$ cat config.mk
export PLATFORM = sky130hd
export DESIGN_NAME = rv32i_memarbiter
export DESIGN_NICKNAME = d
export VERILOG_FILES = /design/src/rtl/rv32i_memarbiter.sv
export SDC_FILE = /design/constraint.sdc
export NUM_CORES = 1
export LEC_CHECK = 0
export ABC_CLOCK_PERIOD_IN_PS = 5300
export CORE_AREA = 2 2 106 108
export CTS_BUF_LIST = sky130_fd_sc_hd__clkbuf_8
export CTS_CLUSTER_DIAMETER = 40
export DETAILED_ROUTE_END_ITERATION = 8
export DIE_AREA = 0 0 108 110
export PLACE_DENSITY = 0.71
export RECOVER_POWER = 100
export SETUP_SLACK_MARGIN = 0.15
export SYNTH_ARGS = -nofsm -noshare
export SYNTH_HDL_FRONTEND = slang
export SYNTH_SLANG_ARGS = --single-unit
export TNS_END_PERCENT = 50
$ cat constraint.sdc
create_clock -name clk -period 5.3 [get_ports clk]
set_clock_uncertainty 0.2 [all_clocks]
set_input_delay 1.06 -clock clk [delete_from_list [all_inputs] [get_ports clk]]
set_output_delay 1.06 -clock clk [all_outputs]
set_load 0.01 [all_outputs]
$ cat src/rtl/rv32i_memarbiter.sv
// rtl/rv32i_memarbiter.sv - IF/MEM arbiter for a single-ported word memory
// Data has priority; a starvation counter forces a fetch after STARVE_LIMIT data grants.
module rv32i_memarbiter #(
   parameter int unsigned STARVE_LIMIT = 4
) (
   input  logic        clk,
   input  logic        reset,

   input  logic        if_req,
   input  logic [29:0] if_addr,
   output logic        if_gnt,
   output logic [31:0] if_rdata,
   output logic        if_rvalid,

   input  logic        d_req,
   input  logic        d_we,
   input  logic [3:0]  d_be,
   input  logic [29:0] d_addr,
   input  logic [31:0] d_wdata,
   output logic        d_gnt,
   output logic [31:0] d_rdata,
   output logic        d_rvalid,

   output logic        mem_req,
   output logic        mem_we,
   output logic [3:0]  mem_be,
   output logic [29:0] mem_addr,
   output logic [31:0] mem_wdata,
   input  logic        mem_ready,
   input  logic [31:0] mem_rdata
);

   typedef enum logic {
      ST_ARB  = 1'b0,
      ST_HOLD = 1'b1
   } state_t;

   localparam logic [3:0] LIMIT = 4'(STARVE_LIMIT);

   state_t      state;
   state_t      state_nxt;
   logic        owner_d;
   logic        owner_d_nxt;
   logic [3:0]  starve_cnt;
   logic        resp_valid;
   logic        resp_owner_d;

   logic        starved;
   logic        arb_d;
   logic        sel_d;
   logic        accept;

   // Fetch wins a simultaneous request only once data has been granted LIMIT times in a row.
   assign starved = (starve_cnt == LIMIT) && if_req;
   assign arb_d   = d_req && !starved;

   always_ff @(posedge clk or negedge reset) begin
      if (!reset) begin
         state   <= ST_ARB;
         owner_d <= 1'b0;
      end else begin
         state   <= state_nxt;
         owner_d <= owner_d_nxt;
      end
   end

   always_comb begin
      state_nxt   = state;
      owner_d_nxt = owner_d;
      case (state)
         ST_ARB: begin
            if ((if_req || d_req) && !mem_ready) begin
               state_nxt   = ST_HOLD;
               owner_d_nxt = arb_d;
            end
         end
         ST_HOLD: begin
            if (mem_ready)
               state_nxt = ST_ARB;
         end
      endcase
   end

   // Outputs: in HOLD the frozen owner drives memory, otherwise the current winner.
   always_comb begin
      sel_d     = (state == ST_HOLD) ? owner_d : arb_d;
      mem_req   = 1'b0;
      mem_we    = 1'b0;
      mem_be    = 4'b1111;
      mem_addr  = if_addr;
      mem_wdata = 32'h0;
      if (reset) begin
         if (state == ST_HOLD)
            mem_req = owner_d ? d_req : if_req;
         else
            mem_req = if_req || d_req;
      end
      if (sel_d) begin
         mem_we    = d_we;
         mem_be    = d_we ? d_be : 4'b1111;
         mem_addr  = d_addr;
         mem_wdata = d_wdata;
      end
      accept = mem_req && mem_ready;
      if_gnt = accept && !sel_d;
      d_gnt  = accept && sel_d;
   end

   always_ff @(posedge clk or negedge reset) begin
      if (!reset) begin
         starve_cnt <= 4'd0;
      end else if (!if_req || if_gnt) begin
         starve_cnt <= 4'd0;
      end else if (d_gnt && (starve_cnt != LIMIT)) begin
         starve_cnt <= starve_cnt + 4'd1;
      end
   end

   // Stores produce no response; every accepted read returns data the next cycle.
   always_ff @(posedge clk or negedge reset) begin
      if (!reset) begin
         resp_valid   <= 1'b0;
         resp_owner_d <= 1'b0;
      end else begin
         resp_valid   <= accept && !(sel_d && d_we);
         resp_owner_d <= sel_d;
      end
   end

   assign if_rvalid = resp_valid && !resp_owner_d;
   assign d_rvalid  = resp_valid && resp_owner_d;
   assign if_rdata  = mem_rdata;
   assign d_rdata   = mem_rdata;

endmodule

Word level (Yosys, flattened, before mapping) --
Index checks and enable logic that the tools add are counted.
Word-level totals: logic and storage cells 44, output and inout bits 136, flip-flop bits (word level) 8, input port bits 134
Cells by class: reduce and logical (&&, ||, !) cells 21, eq/ne operators 2, $add $sub $neg 1, bitwise gates (word level) 1, multiplexer cells 14
Operator list (count):
- $mux 32 | 1
- $mux 30 | 1
- $mux 4 | 4
- $logic_and 1x1->1 | 11
- $mux 1 | 7
- $logic_not 1->1 | 6
- $add 4x1->4 const B | 1
- $eq 4x3->1 const B | 1
- $ne 4x3->1 const B | 1
- $logic_or 1x1->1 | 2
- $pmux 1 s2 | 1
- $reduce_and 2->1 | 1
- $reduce_bool 2->1 | 1
- $not 1->1 | 1

Depth between registers and ports, before layout --
word-level depth 9, depth in mapped cells 7, depth with buffers taken out 7

Worst setup path before layout --
Ideal clock, no wire load.
path kind in2out, start point input port d_req, end point output port mem_addr[0], buffers on the path 1, path slack 2.033 ns, data required time 4.040 ns, data arrival time 2.007 ns, cell stages on the path 4, path through mux2i_1 a31o_2 buf_2 mux2_2
On the way: longest elaborated chain between the ends 3
RTL lines:
- start, declared | RTL line 15 | input logic d_req,
- $logic_and 1x1->1 | RTL line 55 | assign arb_d = d_req && !starved;
- $mux 1 | RTL line 86 | sel_d = (state == ST_HOLD) ? owner_d : arb_d;
- $mux 30 | RTL line 98 | if (sel_d) begin
- end, declared | RTL line 27 | output logic [29:0] mem_addr,
Every way passes these cells.

Final worst setup path --
start point input port d_req, end point output port mem_addr[26]
Same word-level chain as after synthesis.

==> impl_metrics.json <==
{
  "clkTransAtPathRegs_ps": 40,
  "critPathSlowestCell": "dlygate4sd3_1",
  "route.vias.total": 1603,
  "synth_ff_type": "dfrtp_1",
  "layout.cells.non_filler": 437,
  "gp_congestion": 0.7023,
  "track_usage_pct": 9.704,
  "rows": 38,
  "numCtsBuffers": 3,
  "syn_to_final_growth_pct": 90.69,
  "hold_viol": 0,
  "dp.cells": 434,
  "setup_tns_ps": 0,
  "die-area_mm2": 0.01188,
  "syn_nets": 326,
  "crit_fanout": 24,
  "vdd.ir_drop.worst_mv": 0.07013,
  "yosysWarnings": 0,
  "slew_headroom_pct": 68.73,
  "wl_per_cell_um": 14.54,
  "drt-total-wl_um": 6353,
  "synth.distinct_cells": 33,
  "timing.final.crit_share_pct": 92.80,
  "diodes": 0,
  "synthMostInstantiatedCell": "buf_4",
  "drc": 0,
  "drt_iter0_markers": 49,
  "start_util_pct": 14.70,
  "ys_top_cells_by_count": "buf_4 (64), and2_1 (33), mux2_2 (30), dfrtp_1 (8)",
  "path_cells": "dlygate4sd3_1 > mux2i_1 > a31o_1 > buf_4 > mux2_2 > clkdlybuf4s50_1",
  "hpwl_um": 5636,
  "cp.arrival_ps": 3660,
  "grt_max_degree": 37,
  "slowest_delay_ps": 630,
  "grt_pass1_vias": 1668,
  "io_pins": 270,
  "yosys-top-cells-area": "buf_4 (31%), mux2_2 (21%), and2_1 (13%)",
  "path_class": "primary input to output pin",
  "fmax_mhz": 203.3,
  "ant_nets": 0,
  "nets": 435,
  "cts_setup_buffers": 0,
  "hold_path_class": "register to register",
  "required_ps": 4040,
  "io_buffer_count": 173,
  "leakage_nw": 1.165,
  "end_kind": "output pin",
  "async_flop_share_pct": 100.0,
  "cts.sinks": 8,
  "die_y_um": 110,
  "synthCells": 190,
  "setup_ws_ps": 381.4,
  "cts-root-buf": "clkbuf_8",
  "cts_hold_buf": 0,
  "die_w_um": 108,
  "routed_via_density": 3.668,
  "critPathBufInv": 3,
  "syn_area_mm2": 0.001573,
  "pre_cts_ws_ps": 519.5,
  "maxCapViolCount": 0,
  "synth_edf_count": 0,
  "syn_avg_cell_area_um2": 8.278,
  "powerDensity_mw_per_mm2": 150.0,
  "cts_max_level": 1,
  "clock_path_buffers": 2,
  "setup-violations-final": 0,
  "cts-resized-gates": 0,
  "status": "finished, final reports clean",
  "grt_antenna_before_repair": 0,
  "coreArea_mm2": 0.01070,
  "min_period_ps": 4919,
  "start_kind": "primary input",
  "nFillCells": 1161,
  "crit_family": "buffers and inverters",
  "grt_setup_unrepaired": "false",
  "dr.pass1.iters": 4,
  "grt_pass1_wl_um": 9004,
  "synth_top_area_cell": "buf_4",
  "tightest_slew_ps": 469.1,
  "cts_tree": "done",
  "drive_gt1_share_pct": 12.79,
  "maxSlewViolCount": 0,
  "synth_top_area_share_pct": 30.55,
  "synth_sequential_area_ratio_pct": 12.73,
  "gr-total-overflow": 0,
  "ys_seq_elements": 8,
  "final_core_util_pct": 28.04,
  "clock_latency_ps": 230
}
[cell families (layout without fill, tap and decap cells)]
kind of cell,after synthesis,count (layout),synth area share [%]
buffers and inverters,76,183,34.37
and+or+nand+nor,60,60,22.91
muxes,31,31,22.12
AOI/OAI and AO/OA,13,13,6.284
DFF,8,8,12.73
adders and majority gates,2,2,1.591
[flip-flops by register name, summed over array words and instances, names as in the netlist]
name,flops
owner_d,1
resp_owner_d,1
resp_valid,1
starve_cnt,4
state,1
[power by group]
part,switching (W),internal [W],total (W)
Clock,0.0000226,0.0000491,0.0000716
Sequential,0.00000319,0.0000653,0.0000685
Combinational,0.000113,0.000197,0.000310
Total,0.000139,0.000311,0.000450
[layout by cell type (no fill, tap or decap), types with 3 or more instances in the layout]
| cell | instances |
|---|---|
| clkdlybuf4s50_1 | 145 |
| and2_1 | 28 |
| dlygate4sd3_1 | 28 |
| mux2_2 | 27 |
| dfrtp_1 | 8 |
| nand2_1 | 5 |
| and2_0 | 5 |
| nor2_1 | 5 |
| inv_1 | 4 |
| mux2_1 | 3 |
| a21oi_1 | 3 |
| or2_2 | 3 |
| clkbuf_8 | 3 |
[worst register-to-register path: stages (launching register included)]
cell     delay (ps)
dfrtp_1         400
inv_1           100
ha_1            170
and3b_2         220
a31o_1          450
buf_4           400
a31oi_1          90
o221a_2         270
[final cells by class]
cell class	instances	area, µm²	area share (%)
well taps	140	175.2	5.841
multi-input cells	106	820.8	27.37
clock buffers	3	41.29	1.377
flip-flops and latches	8	200.2	6.675
repair buffers	175	1743	58.11
inverters	5	18.77	0.6258
[through the flow]
step	instance area (µm²)	total power, W	hold WS [ps]
6_report	2999	0.0004500	325.3
3_5_place_dp	2973	0.0003930	324.6
5_1_grt	2999	0.0004814	345.5
4_1_cts	3014	0.0004688	336.3
2_1_floorplan	1573	0.0002393	274.3
3_3_place_gp	2973	0.0003910	311.9
[path summary, 6_finish.rpt]
path                                from             to  slack (ps)  depth (start not counted)
max                                d_req   mem_addr[26]         380                          6
min                        starve_cnt[3]  starve_cnt[3]         330                          1
max reg2reg                starve_cnt[0]  starve_cnt[2]        2890                          7
min reg2reg                starve_cnt[3]  starve_cnt[3]         330                          1
max in group asynchronous          reset   resp_owner_d        3600                          1
min in group asynchronous          reset        owner_d        1010                          1
[per-layer routing]
| layer | part of all wire (%) | GRT usage [%] |
|---|---|---|
| met5 | 0 | 0 |
| met4 | 0.39 | 1.374 |
| met3 | 9.8 | 3.116 |
| met2 | 51 | 17.03 |
| met1 | 39 | 11.89 |
(Power assumes the default switching activity.)
==> RTL edit: new RTL, config.mk and constraints unchanged <==
Reset style: synchronous (`reset`), changed in 3 clocked blocks.
--- a/src/rtl/rv32i_memarbiter.sv
+++ b/src/rtl/rv32i_memarbiter.sv
@@ -56,3 +56,3 @@
 
-   always_ff @(posedge clk or negedge reset) begin
+   always_ff @(posedge clk) begin
       if (!reset) begin
@@ -108,3 +108,3 @@
 
-   always_ff @(posedge clk or negedge reset) begin
+   always_ff @(posedge clk) begin
       if (!reset) begin
@@ -119,3 +119,3 @@
    // Stores produce no response; every accepted read returns data the next cycle.
-   always_ff @(posedge clk or negedge reset) begin
+   always_ff @(posedge clk) begin
       if (!reset) begin
Formal check against the unedited RTL: differs if reset is asserted again (counterexample within 4 cycles, from zero or initial values and one cycle with reset low); with reset held inactive, the same outputs for 10 cycles.
==> RTL edit against the unedited design <==
Design area is essentially flat. Synthesized area shrank 2.0%. Power shrank 19%. Final cell count grew 1.4%. Worst setup slack gained 0.19 ns. Wire length shrank 10%. Die area is the same. Sequential cell count is the same. Critical endpoint is now mem_wdata[11]. Highest routed layer unchanged.
==> RTL edit: results (changes against the unedited design) <==
The number of antenna violations at the first check in global routing came out at 0 (unchanged). The tools report the HPWL reported at the end of detailed placement as 4910 um (-13%). The multiplexer share of the synthesized area was 21.9% (-0.20 points); the maximum level of the CTS H-tree was 1 (unchanged). Worst hold-check slack: 0.321 ns (-0.00400 ns). In this run the most critical hold path is launched from starve_cnt[0]$_SDFFE_PP0P_. The number of cells on the worst reg-to-reg path is 6 (-1). The total routing usage reported by global routing came out at 8.14% (-1.6 points). The tools report the number of nets in the final layout as 441 (+1.4%).

The worst slack at placement was 0.765 ns (+0.245 ns); the via count was 1608 (+0.31%). The logs give 62 (+27%) for the initial detailed-routing violation count and 0.0000772 W (+7.8%) for the power of the clock network. The logs give 330 (+1.2%) for the post-synthesis net count and 3 (unchanged) for the number of CTS-inserted buffers. The fraction of the mapped netlist area in adder cells is 1.62% (+0.032 points). By count the netlist is led by sky130_fd_sc_hd__buf_4 (64), sky130_fd_sc_hd__and2_1 (36), sky130_fd_sc_hd__mux2_2 (30). The layout cell share with drive strength beyond 1 was 12.2% (-0.58 points). The overall power after layout is 0.000365 W (-19%). The run finished with clean final reports.

Leakage power: 1.10 nW (-5.4%). The endpoint identified for the worst register-to-register timing path is starve_cnt[0]$_SDFFE_PP0P_. After synthesis, the cell types taking the most area are sky130_fd_sc_hd__buf_4 (31%), sky130_fd_sc_hd__mux2_2 (22%), sky130_fd_sc_hd__and2_1 (15%). For the fraction of power consumed by sequential logic, the log shows 17.5% (+2.3 points).

The data arrival at the endpoint of the critical path was 3.47 ns (-0.19 ns); the final weighted congestion in routability-driven placement was 0.793 (+13%). The fraction of synthesis flops using an asynchronous set or reset pin is 0% (-100 points), and the highest fanout seen on the critical path is 15 (-38%). The post-synthesis compound-gate area fraction was 6.57% (+0.29 points); the via count of the first global-routing pass was 1491 (-11%). The path with the worst hold slack has its endpoint at starve_cnt[0]$_SDFFE_PP0P_.

Most instantiated flip-flop cell in the synthesis netlist: sky130_fd_sc_hd__dfxtp_1. Switching portion of total power: 28.2% (-2.6 points). The logs give 33 (-11%) for the maximum number of pins on one net before global-route repair and 7590 um (-16%) for the global-route wire length before repair. The number of cells traversed by the worst hold path was 2 (+1); the unique cell type count in the Yosys netlist was 32 (-3.0%). The transition at the pin with the smallest max-transition slack works out to 0.510 ns (+0.0408 ns). The maximum ir drop on the vdd rail was 58.5 uV (-17%); the post-synthesis sequential area ratio was 10.4% (-2.3 points).

The total wirelength of the detailed-routed design was 5720 um (-10%).
[RTL edit: layout make-up]
type | count | area [um2]
flip-flops and latches | 8 | 160
clock buffers | 3 | 41.3
fillers | 1120 | 7700
inverters | 3 | 11.3
repair buffers | 176 | 1750
well taps | 140 | 175
multi-input cells | 113 | 863
[RTL edit: worst max-delay path by stage]
| stage | end | start | cells after the start | slack [ns] |
|---|---|---|---|---|
| 6_report | mem_wdata[11] | d_req | 6 | 0.57 |
| 5_1_grt | mem_wdata[11] | if_req | 6 | 0.35 |
| 4_1_cts | mem_addr[10] | if_req | 6 | 0.77 |
| 3_5_place_dp | mem_addr[10] | if_req | 6 | 0.76 |
| 3_3_place_gp | mem_addr[21] | if_req | 6 | 0.82 |
| 2_1_floorplan | mem_addr[0] | if_req | 4 | 2.03 |
[RTL edit: metal layers]
layer / vias up / routed length, um / GRT usage, %
li1: 796 / - / -
met3: 11 / 718 / 3.41
met4: 0 / 58 / 1.92
met5: - / 0 / 0
met1: 713 / 1960 / 8.69
met2: 88 / 2980 / 14.9
[RTL edit: critical path: stages]
cell                            delay (ns)
sky130_fd_sc_hd__dlygate4sd3_1        0.64
sky130_fd_sc_hd__nand2b_1             0.15
sky130_fd_sc_hd__o21ai_2              0.41
sky130_fd_sc_hd__clkbuf_1             0.40
sky130_fd_sc_hd__and2_1               0.18
sky130_fd_sc_hd__dlygate4sd3_1        0.61
[RTL edit: kinds of logic after synthesis]
family	count (synthesis)
flip-flops	8
AND/OR/NAND/NOR	67
adder cells (fa/ha/maj)	2
buffers and inverters	73
multiplexers	30
AO/OA/AOI/OAI	14
[RTL edit: through the flow]
step | area, um2 | cells
floorplan | 1540 | 194
global placement | 2970 | 440
detailed placement | 2970 | 440
CTS | 3010 | 443
global route | 3000 | 443
finish | 3000 | 443
